$ cat src/rtl/fb_pkg.sv
// Shared types and constants for the framebuffer port arbiter.
package fb_pkg;

    localparam int unsigned FB_ADDR_W = 16;
    localparam int unsigned FB_DATA_W = 8;

    typedef enum logic [1:0] {
        CMD_IDLE    = 2'd0,
        CMD_RD      = 2'd1,
        CMD_WR_HOST = 2'd2,
        CMD_WR_FILL = 2'd3
    } cmd_state_e;

    typedef enum logic {
        REQ_HOST = 1'b0,
        REQ_FILL = 1'b1
    } req_id_e;

endpackage

$ cat src/rtl/fb_port_arbiter_if.sv
// Requester, RAM and status signals of the framebuffer port arbiter.
interface fb_port_arbiter_if
    import fb_pkg::*;
#(
    parameter int unsigned ADDR_W = FB_ADDR_W,
    parameter int unsigned DATA_W = FB_DATA_W
) ();

    logic              disp_req;
    logic [ADDR_W-1:0] disp_addr;
    logic              disp_rvalid;
    logic [DATA_W-1:0] disp_rdata;

    logic              host_req;
    logic [ADDR_W-1:0] host_addr;
    logic [DATA_W-1:0] host_data;
    logic              host_gnt;

    logic              fill_req;
    logic [ADDR_W-1:0] fill_addr;
    logic [DATA_W-1:0] fill_data;
    logic              fill_gnt;

    logic              mem_en;
    logic              mem_we;
    logic [ADDR_W-1:0] mem_addr;
    logic [DATA_W-1:0] mem_wdata;
    logic [DATA_W-1:0] mem_rdata;

    logic [1:0]        starve;
    logic              starve_clr;

    modport slave (
        input  disp_req, disp_addr, host_req, host_addr, host_data,
               fill_req, fill_addr, fill_data, mem_rdata, starve_clr,
        output disp_rvalid, disp_rdata, host_gnt, fill_gnt,
               mem_en, mem_we, mem_addr, mem_wdata, starve
    );

    modport master (
        output disp_req, disp_addr, host_req, host_addr, host_data,
               fill_req, fill_addr, fill_data, mem_rdata, starve_clr,
        input  disp_rvalid, disp_rdata, host_gnt, fill_gnt,
               mem_en, mem_we, mem_addr, mem_wdata, starve
    );

endinterface

$ cat src/rtl/fb_starve_mon.sv
// Per-writer saturating wait counter with a sticky starvation flag.
module fb_starve_mon #(
    parameter int unsigned STARVE_MAX = 64
) (
    input  logic clk,
    input  logic rst,
    input  logic req,
    input  logic gnt,
    input  logic clr,
    output logic flag
);

    localparam int unsigned       CNT_W   = $clog2(STARVE_MAX + 1);
    localparam logic [CNT_W-1:0]  CNT_MAX = CNT_W'(STARVE_MAX);

    logic [CNT_W-1:0] cnt;
    logic             waiting;
    logic             hit;

    assign waiting = req && !gnt;
    // Set when this cycle's increment lands on (or stays at) the limit.
    assign hit     = waiting && (cnt >= CNT_MAX - CNT_W'(1));

    always_ff @(posedge clk or posedge rst) begin
        if (rst) begin
            cnt  <= '0;
            flag <= 1'b0;
        end else begin
            if (!waiting)
                cnt <= '0;
            else if (cnt != CNT_MAX)
                cnt <= cnt + CNT_W'(1);

            if (hit)
                flag <= 1'b1;
            else if (clr)
                flag <= 1'b0;
        end
    end

endmodule

$ cat src/rtl/fb_port_arbiter.sv
// Single-port framebuffer arbiter: display reads first, round-robin between
// the host and fill writers, one registered RAM command per cycle.
module fb_port_arbiter
    import fb_pkg::*;
#(
    parameter int unsigned ADDR_W     = FB_ADDR_W,
    parameter int unsigned DATA_W     = FB_DATA_W,
    parameter int unsigned RD_LAT     = 1,
    parameter int unsigned STARVE_MAX = 64
) (
    input logic               clk,
    input logic               rst,
    fb_port_arbiter_if.slave  bus
);

    cmd_state_e        state, nxt_state;
    req_id_e           rr_last, nxt_rr_last;
    logic [ADDR_W-1:0] nxt_addr;
    logic [DATA_W-1:0] nxt_wdata;
    logic              host_elig, fill_elig;
    logic [RD_LAT-1:0] rd_pipe;
    logic              starve_host, starve_fill;

    // Next command; a writer granted this cycle is masked so its stale req is ignored.
    always_comb begin
        nxt_state   = CMD_IDLE;
        nxt_rr_last = rr_last;
        nxt_addr    = bus.mem_addr;
        nxt_wdata   = bus.mem_wdata;
        host_elig   = bus.host_req && !bus.host_gnt;
        fill_elig   = bus.fill_req && !bus.fill_gnt;

        if (bus.disp_req) begin
            nxt_state = CMD_RD;
            nxt_addr  = bus.disp_addr;
        end else if (host_elig && (!fill_elig || rr_last == REQ_FILL)) begin
            nxt_state   = CMD_WR_HOST;
            nxt_addr    = bus.host_addr;
            nxt_wdata   = bus.host_data;
            nxt_rr_last = REQ_HOST;
        end else if (fill_elig) begin
            nxt_state   = CMD_WR_FILL;
            nxt_addr    = bus.fill_addr;
            nxt_wdata   = bus.fill_data;
            nxt_rr_last = REQ_FILL;
        end
    end

    always_ff @(posedge clk or posedge rst) begin
        if (rst) begin
            state         <= CMD_IDLE;
            rr_last       <= REQ_FILL;
            bus.mem_en    <= 1'b0;
            bus.mem_we    <= 1'b0;
            bus.mem_addr  <= '0;
            bus.mem_wdata <= '0;
            bus.host_gnt  <= 1'b0;
            bus.fill_gnt  <= 1'b0;
            rd_pipe       <= '0;
        end else begin
            state         <= nxt_state;
            rr_last       <= nxt_rr_last;
            bus.mem_en    <= (nxt_state != CMD_IDLE);
            bus.mem_we    <= (nxt_state == CMD_WR_HOST) || (nxt_state == CMD_WR_FILL);
            bus.mem_addr  <= nxt_addr;
            bus.mem_wdata <= nxt_wdata;
            bus.host_gnt  <= (nxt_state == CMD_WR_HOST);
            bus.fill_gnt  <= (nxt_state == CMD_WR_FILL);
            // Read-return valid tracks the RD command on the pins through the RAM latency.
            rd_pipe[0]    <= (state == CMD_RD);
            for (int i = 1; i < RD_LAT; i++)
                rd_pipe[i] <= rd_pipe[i-1];
        end
    end

    assign bus.disp_rvalid = rd_pipe[RD_LAT-1];
    assign bus.disp_rdata  = bus.disp_rvalid ? bus.mem_rdata : '0;

    fb_starve_mon #(.STARVE_MAX(STARVE_MAX)) u_starve_host (
        .clk  (clk),
        .rst  (rst),
        .req  (bus.host_req),
        .gnt  (bus.host_gnt),
        .clr  (bus.starve_clr),
        .flag (starve_host)
    );

    fb_starve_mon #(.STARVE_MAX(STARVE_MAX)) u_starve_fill (
        .clk  (clk),
        .rst  (rst),
        .req  (bus.fill_req),
        .gnt  (bus.fill_gnt),
        .clr  (bus.starve_clr),
        .flag (starve_fill)
    );

    assign bus.starve = {starve_fill, starve_host};

endmodule

$ cat src/flat_wrapper.sv
// flat-port wrapper written by rule: the top's interface ports become plain ports
module fb_port_arbiter_flat import fb_pkg::*;
#(
    parameter int unsigned ADDR_W     = FB_ADDR_W,
    parameter int unsigned DATA_W     = FB_DATA_W,
    parameter int unsigned RD_LAT     = 1,
    parameter int unsigned STARVE_MAX = 64
)
  (clk, rst, bus_disp_req, bus_disp_addr, bus_host_req, bus_host_addr, bus_host_data, bus_fill_req, bus_fill_addr, bus_fill_data, bus_mem_rdata, bus_starve_clr, bus_disp_rvalid, bus_disp_rdata, bus_host_gnt, bus_fill_gnt, bus_mem_en, bus_mem_we, bus_mem_addr, bus_mem_wdata, bus_starve);
  fb_port_arbiter_if #(.ADDR_W(ADDR_W), .DATA_W(DATA_W)) bus_i ();
  input logic clk;
  input logic rst;
  input wire logic [$bits(bus_i.disp_req)-1:0] bus_disp_req;
  input wire logic [$bits(bus_i.disp_addr)-1:0] bus_disp_addr;
  input wire logic [$bits(bus_i.host_req)-1:0] bus_host_req;
  input wire logic [$bits(bus_i.host_addr)-1:0] bus_host_addr;
  input wire logic [$bits(bus_i.host_data)-1:0] bus_host_data;
  input wire logic [$bits(bus_i.fill_req)-1:0] bus_fill_req;
  input wire logic [$bits(bus_i.fill_addr)-1:0] bus_fill_addr;
  input wire logic [$bits(bus_i.fill_data)-1:0] bus_fill_data;
  input wire logic [$bits(bus_i.mem_rdata)-1:0] bus_mem_rdata;
  input wire logic [$bits(bus_i.starve_clr)-1:0] bus_starve_clr;
  output wire logic [$bits(bus_i.disp_rvalid)-1:0] bus_disp_rvalid;
  output wire logic [$bits(bus_i.disp_rdata)-1:0] bus_disp_rdata;
  output wire logic [$bits(bus_i.host_gnt)-1:0] bus_host_gnt;
  output wire logic [$bits(bus_i.fill_gnt)-1:0] bus_fill_gnt;
  output wire logic [$bits(bus_i.mem_en)-1:0] bus_mem_en;
  output wire logic [$bits(bus_i.mem_we)-1:0] bus_mem_we;
  output wire logic [$bits(bus_i.mem_addr)-1:0] bus_mem_addr;
  output wire logic [$bits(bus_i.mem_wdata)-1:0] bus_mem_wdata;
  output wire logic [$bits(bus_i.starve)-1:0] bus_starve;
  assign bus_i.disp_req = bus_disp_req;
  assign bus_i.disp_addr = bus_disp_addr;
  assign bus_i.host_req = bus_host_req;
  assign bus_i.host_addr = bus_host_addr;
  assign bus_i.host_data = bus_host_data;
  assign bus_i.fill_req = bus_fill_req;
  assign bus_i.fill_addr = bus_fill_addr;
  assign bus_i.fill_data = bus_fill_data;
  assign bus_i.mem_rdata = bus_mem_rdata;
  assign bus_i.starve_clr = bus_starve_clr;
  assign bus_disp_rvalid = bus_i.disp_rvalid;
  assign bus_disp_rdata = bus_i.disp_rdata;
  assign bus_host_gnt = bus_i.host_gnt;
  assign bus_fill_gnt = bus_i.fill_gnt;
  assign bus_mem_en = bus_i.mem_en;
  assign bus_mem_we = bus_i.mem_we;
  assign bus_mem_addr = bus_i.mem_addr;
  assign bus_mem_wdata = bus_i.mem_wdata;
  assign bus_starve = bus_i.starve;
  fb_port_arbiter #(.ADDR_W(ADDR_W), .DATA_W(DATA_W), .RD_LAT(RD_LAT), .STARVE_MAX(STARVE_MAX)) u_core (.clk(clk), .rst(rst), .bus(bus_i));
endmodule
$ cat config.mk
export PLATFORM = sky130hd
export DESIGN_NAME = fb_port_arbiter_flat
export DESIGN_NICKNAME = d
export VERILOG_FILES = /design/src/rtl/fb_pkg.sv /design/src/rtl/fb_port_arbiter_if.sv /design/src/rtl/fb_starve_mon.sv /design/src/rtl/fb_port_arbiter.sv /design/src/flat_wrapper.sv
export SDC_FILE = /design/constraint.sdc
export NUM_CORES = 1
export LEC_CHECK = 0
export BUFFER_PORTS_ARGS = -buffer_cell sky130_fd_sc_hd__buf_2
export CAP_MARGIN = 30
export CORE_UTILIZATION = 45
export DETAILED_ROUTE_END_ITERATION = 10
export PLACE_DENSITY = 0.75
export REMOVE_ABC_BUFFERS = 1
export SYNTH_ARGS = -nofsm -noshare
export SYNTH_HDL_FRONTEND = slang
export SYNTH_SLANG_ARGS = --single-unit
export TNS_END_PERCENT = 5
$ cat constraint.sdc
create_clock -name clk -period 1.8 [get_ports clk]
set_clock_uncertainty 0.05 [all_clocks]
set_input_delay 0.36 -clock clk [delete_from_list [all_inputs] [get_ports clk]]
set_output_delay 0.36 -clock clk [all_outputs]
set_load 0.1 [all_outputs]
==> qor.yml <==
place:
  port_buffers: 116
  place.gp.congestion: 0.816
  place_ws_ns: 0.0974
  place.detailed.hpwl_mm: 5.09
global_route:
  antenna_found_initial: 0
  met2_usage_pct: 35.9
  grt_usage_pct: 20.8
  use_met3_pct: 3.08
  grt_pass1_vias: 2429
  grt_pass1_wl_mm: 11.0
  top_usage_layer: "met2"
  grt_max_degree: 81
  grt.overflow.total: 0
  met1_usage_pct: 26.0
floorplanning:
  core.rowCount: 29
  die_w_um: 82.7
  initial_utilization_pct: 46.4
  die_h_um: 82.7
  ioPinCount: 117
  design.core.area_um2: 6310
  dieArea_um2: 6840
route:
  post_drt_wl_per_cell_um: 14.6
  via_per_inst: 5.67
  route.detailed.drc: 0
  dr.pass1.iters: 6
  wl_mm: 7.42
  ant_nets: 0
  drt_iter0_drc: 264
  num_vias: 2875
power:
  p_leak_nw: 1.82
  peakVddDrop_v: 0.000741
  totalPowerFinal_mw: 3.42
  cellPowerDensity_nw_per_um2: 911
timing:
  slew_violations: 0
  post-route-period-util_pct: 95.5
  max-slew-margin-rel_pct: 66.5
  finalWorstSetupSlack_ns: 0.0818
  tightest_slew_ns: 0.506
  max_clock_freq_mhz: 582
  setup_viol: 0
  hold_ws_ns: 0.209
  layout_min_cycle_time_ns: 1.72
  hold_viol_final: 0
  grt_setup_unrepaired: "no"
yosys:
  ys_warn_count: 0
  ys_async_sr_fraction_pct: 100
  synth_top_cell_area_share_pct: 40.2
  synth_area_leaders: "dfrtp_1 (40%), inv_1 (5.3%), a2111oi_0 (4.8%), nor4b_1 (4.8%), o41ai_1 (4.8%)"
  syn-cell-area_um2: 2930
  synth-edff-count: 0
  synth-seq-cells: 48
  syn_avg_cell_area_um2: 9.15
  ys_seq_area_share_pct: 41.1
  synth_area_leader_cell: "dfrtp_1"
  synth_cells: 320
  synth_flop_cell: "dfrtp_1"
  yosysUniqueCellTypes: 46
critical_path:
  regToRegSetupSlack_ns: 0.08
  critPathKind: "reg -> reg"
  cp.required_ns: 1.98
  cp.arrival_ns: 1.90
  rr_worst_depth: 5
  endpoint_kind: "register"
  start_kind: "register"
  crit_fanout: 6
clock_tree:
  root_buffer: "clkbuf_8"
  cts_tree: "yes"
  cts_sinks: 48
  cts_buffers: 5
  postCtsSetupBuffers: 0
  cts_max_path_buffers: 2
  clk_latency_ns: 0.30
  path_clk_slew_ns: 0.09
  h-tree-depth: 2
finish:
  area_growth_pct: 28.2
  nets: 511
  drive_gt1_share_pct: 34.4
  num_antenna_cells: 0
  fillers: 574
  register_area_um2: 1200
  multi_input_area_um2: 1430
worst_hold_path:
  hp-class: "in -> reg"
  hold_path_depth: 2
run:
  max_cap_viol_count: 0
run_status:
  status: "finished, final reports clean"
[cell families after synthesis]
| kind of cell | Yosys count | synth area share (%) |
|---|---|---|
| AO/OA/AOI/OAI | 82 | 21.3 |
| XOR/XNOR | 5 | 1.50 |
| adder cells (fa/ha/maj) | 4 | 1.71 |
| buffers and inverters | 71 | 10.3 |
| flip-flops | 48 | 41.1 |
| AND/OR/NAND/NOR | 110 | 24.1 |
[worst paths after layout]
check	startpoint	to
worst max-delay path	u_core.u_starve_fill.cnt[1]	u_core.u_starve_fill.cnt[1]
worst min-delay path	bus_starve_clr	u_core.u_starve_fill.flag
worst max register to register	u_core.u_starve_fill.cnt[1]	u_core.u_starve_fill.cnt[1]
worst min register to register	u_core.state[1]	u_core.bus.disp_rvalid
max in group asynchronous	rst	u_core.bus.mem_we
min in group asynchronous	rst	u_core.u_starve_host.flag
[flip-flops by register name, summed over array words and instances, names as in the netlist]
| name | count |
|---|---|
| u_core.bus.disp_rvalid | 1 |
| u_core.u_starve_fill.cnt | 7 |
| u_core.bus.host_gnt | 1 |
| u_core.bus.mem_we | 1 |
| u_core.bus.mem_addr | 16 |
| u_core.bus.mem_en | 1 |
| u_core.rr_last | 1 |
| u_core.u_starve_host.cnt | 7 |
| u_core.u_starve_fill.flag | 1 |
| u_core.state | 2 |
| u_core.u_starve_host.flag | 1 |
| u_core.bus.fill_gnt | 1 |
| u_core.bus.mem_wdata | 8 |
[worst max-delay path, cell delays in order (launching register included)]
cell	delay, ns
dfrtp_1	0.43
inv_1	0.09
ha_1	0.14
or4b_4	0.49
or3_1	0.32
a21oi_1	0.12
[power by group]
group | internal (mW) | switching (mW)
clock | 0.276 | 0.382
combinational | 0.367 | 1.10
sequential | 1.19 | 0.106
[cells in the mapped netlist (2+ instances only)]
cell type / instances
nand2_1: 20
or4b_4: 2
a2bb2oi_1: 8
nor2_1: 6
clkbuf_1: 11
buf_4: 3
xor2_1: 3
and3b_1: 8
and2_1: 8
nor4b_1: 16
a2111oi_0: 16
o41ai_1: 16
or3_1: 22
a21oi_1: 8
xnor2_1: 2
nor2b_1: 2
o21ai_0: 16
nand3_1: 6
nor3_1: 7
a221oi_1: 8
buf_2: 13
and2b_1: 2
nand2b_1: 4
ha_1: 4
o21a_1: 2
inv_1: 41
dfrtp_1: 47
[cell usage in the layout (no fill, tap or decap), types with 3 or more instances in the layout]
cell type and count:
nor3_1 7, nand3_1 6, a221oi_1 8, a2bb2oi_1 8
and2_1 8, or3_1 22, nor2_1 6, nor4b_1 16
nand2b_1 3, clkbuf_8 5, buf_4 10, a21oi_1 8
buf_12 5, ha_1 4, a2111oi_0 16, dfrtp_1 46
buf_2 109, and3b_1 8, xor2_1 3, inv_1 40
nand2_1 20, o21ai_0 16, clkbuf_4 7, o41ai_1 16
[per-stage QoR]
stage	instance area [µm²]	setup TNS, ns	std cells	util [%]
finish	3760	0	507	59.5
global route	3760	0	507	59.5
CTS	3740	0	507	59.2
detailed placement	3630	0	498	57.6
global placement	3630	0	498	57.6
floorplan	2780	-30.39	290	-
[layout make-up]
| cell class | instances | area share [%] |
|---|---|---|
| Clock buffer | 5 | 1.83 |
| Clock inverter | 3 | 0.633 |
| Inverter | 41 | 4.10 |
| Multi-Input combinational cell | 201 | 38.0 |
| Sequential cell | 48 | 32.0 |
| Tap cell | 77 | 2.56 |
| Timing Repair Buffer | 132 | 20.9 |
[routing by layer]
layer / vias up / wire [µm]
met1: 1374 / 3070
met5: - / 0
li1: 1381 / -
met3: 12 / 449
met2: 108 / 3780
met4: 0 / 116
[what timing repair did]
action,CTS,global route
hold endpoints to repair,12,0
resized for setup,0,8
setup endpoints to repair,0,8
hold buffers,1,0
No activity file was read; power rests on OpenSTA's default activity.
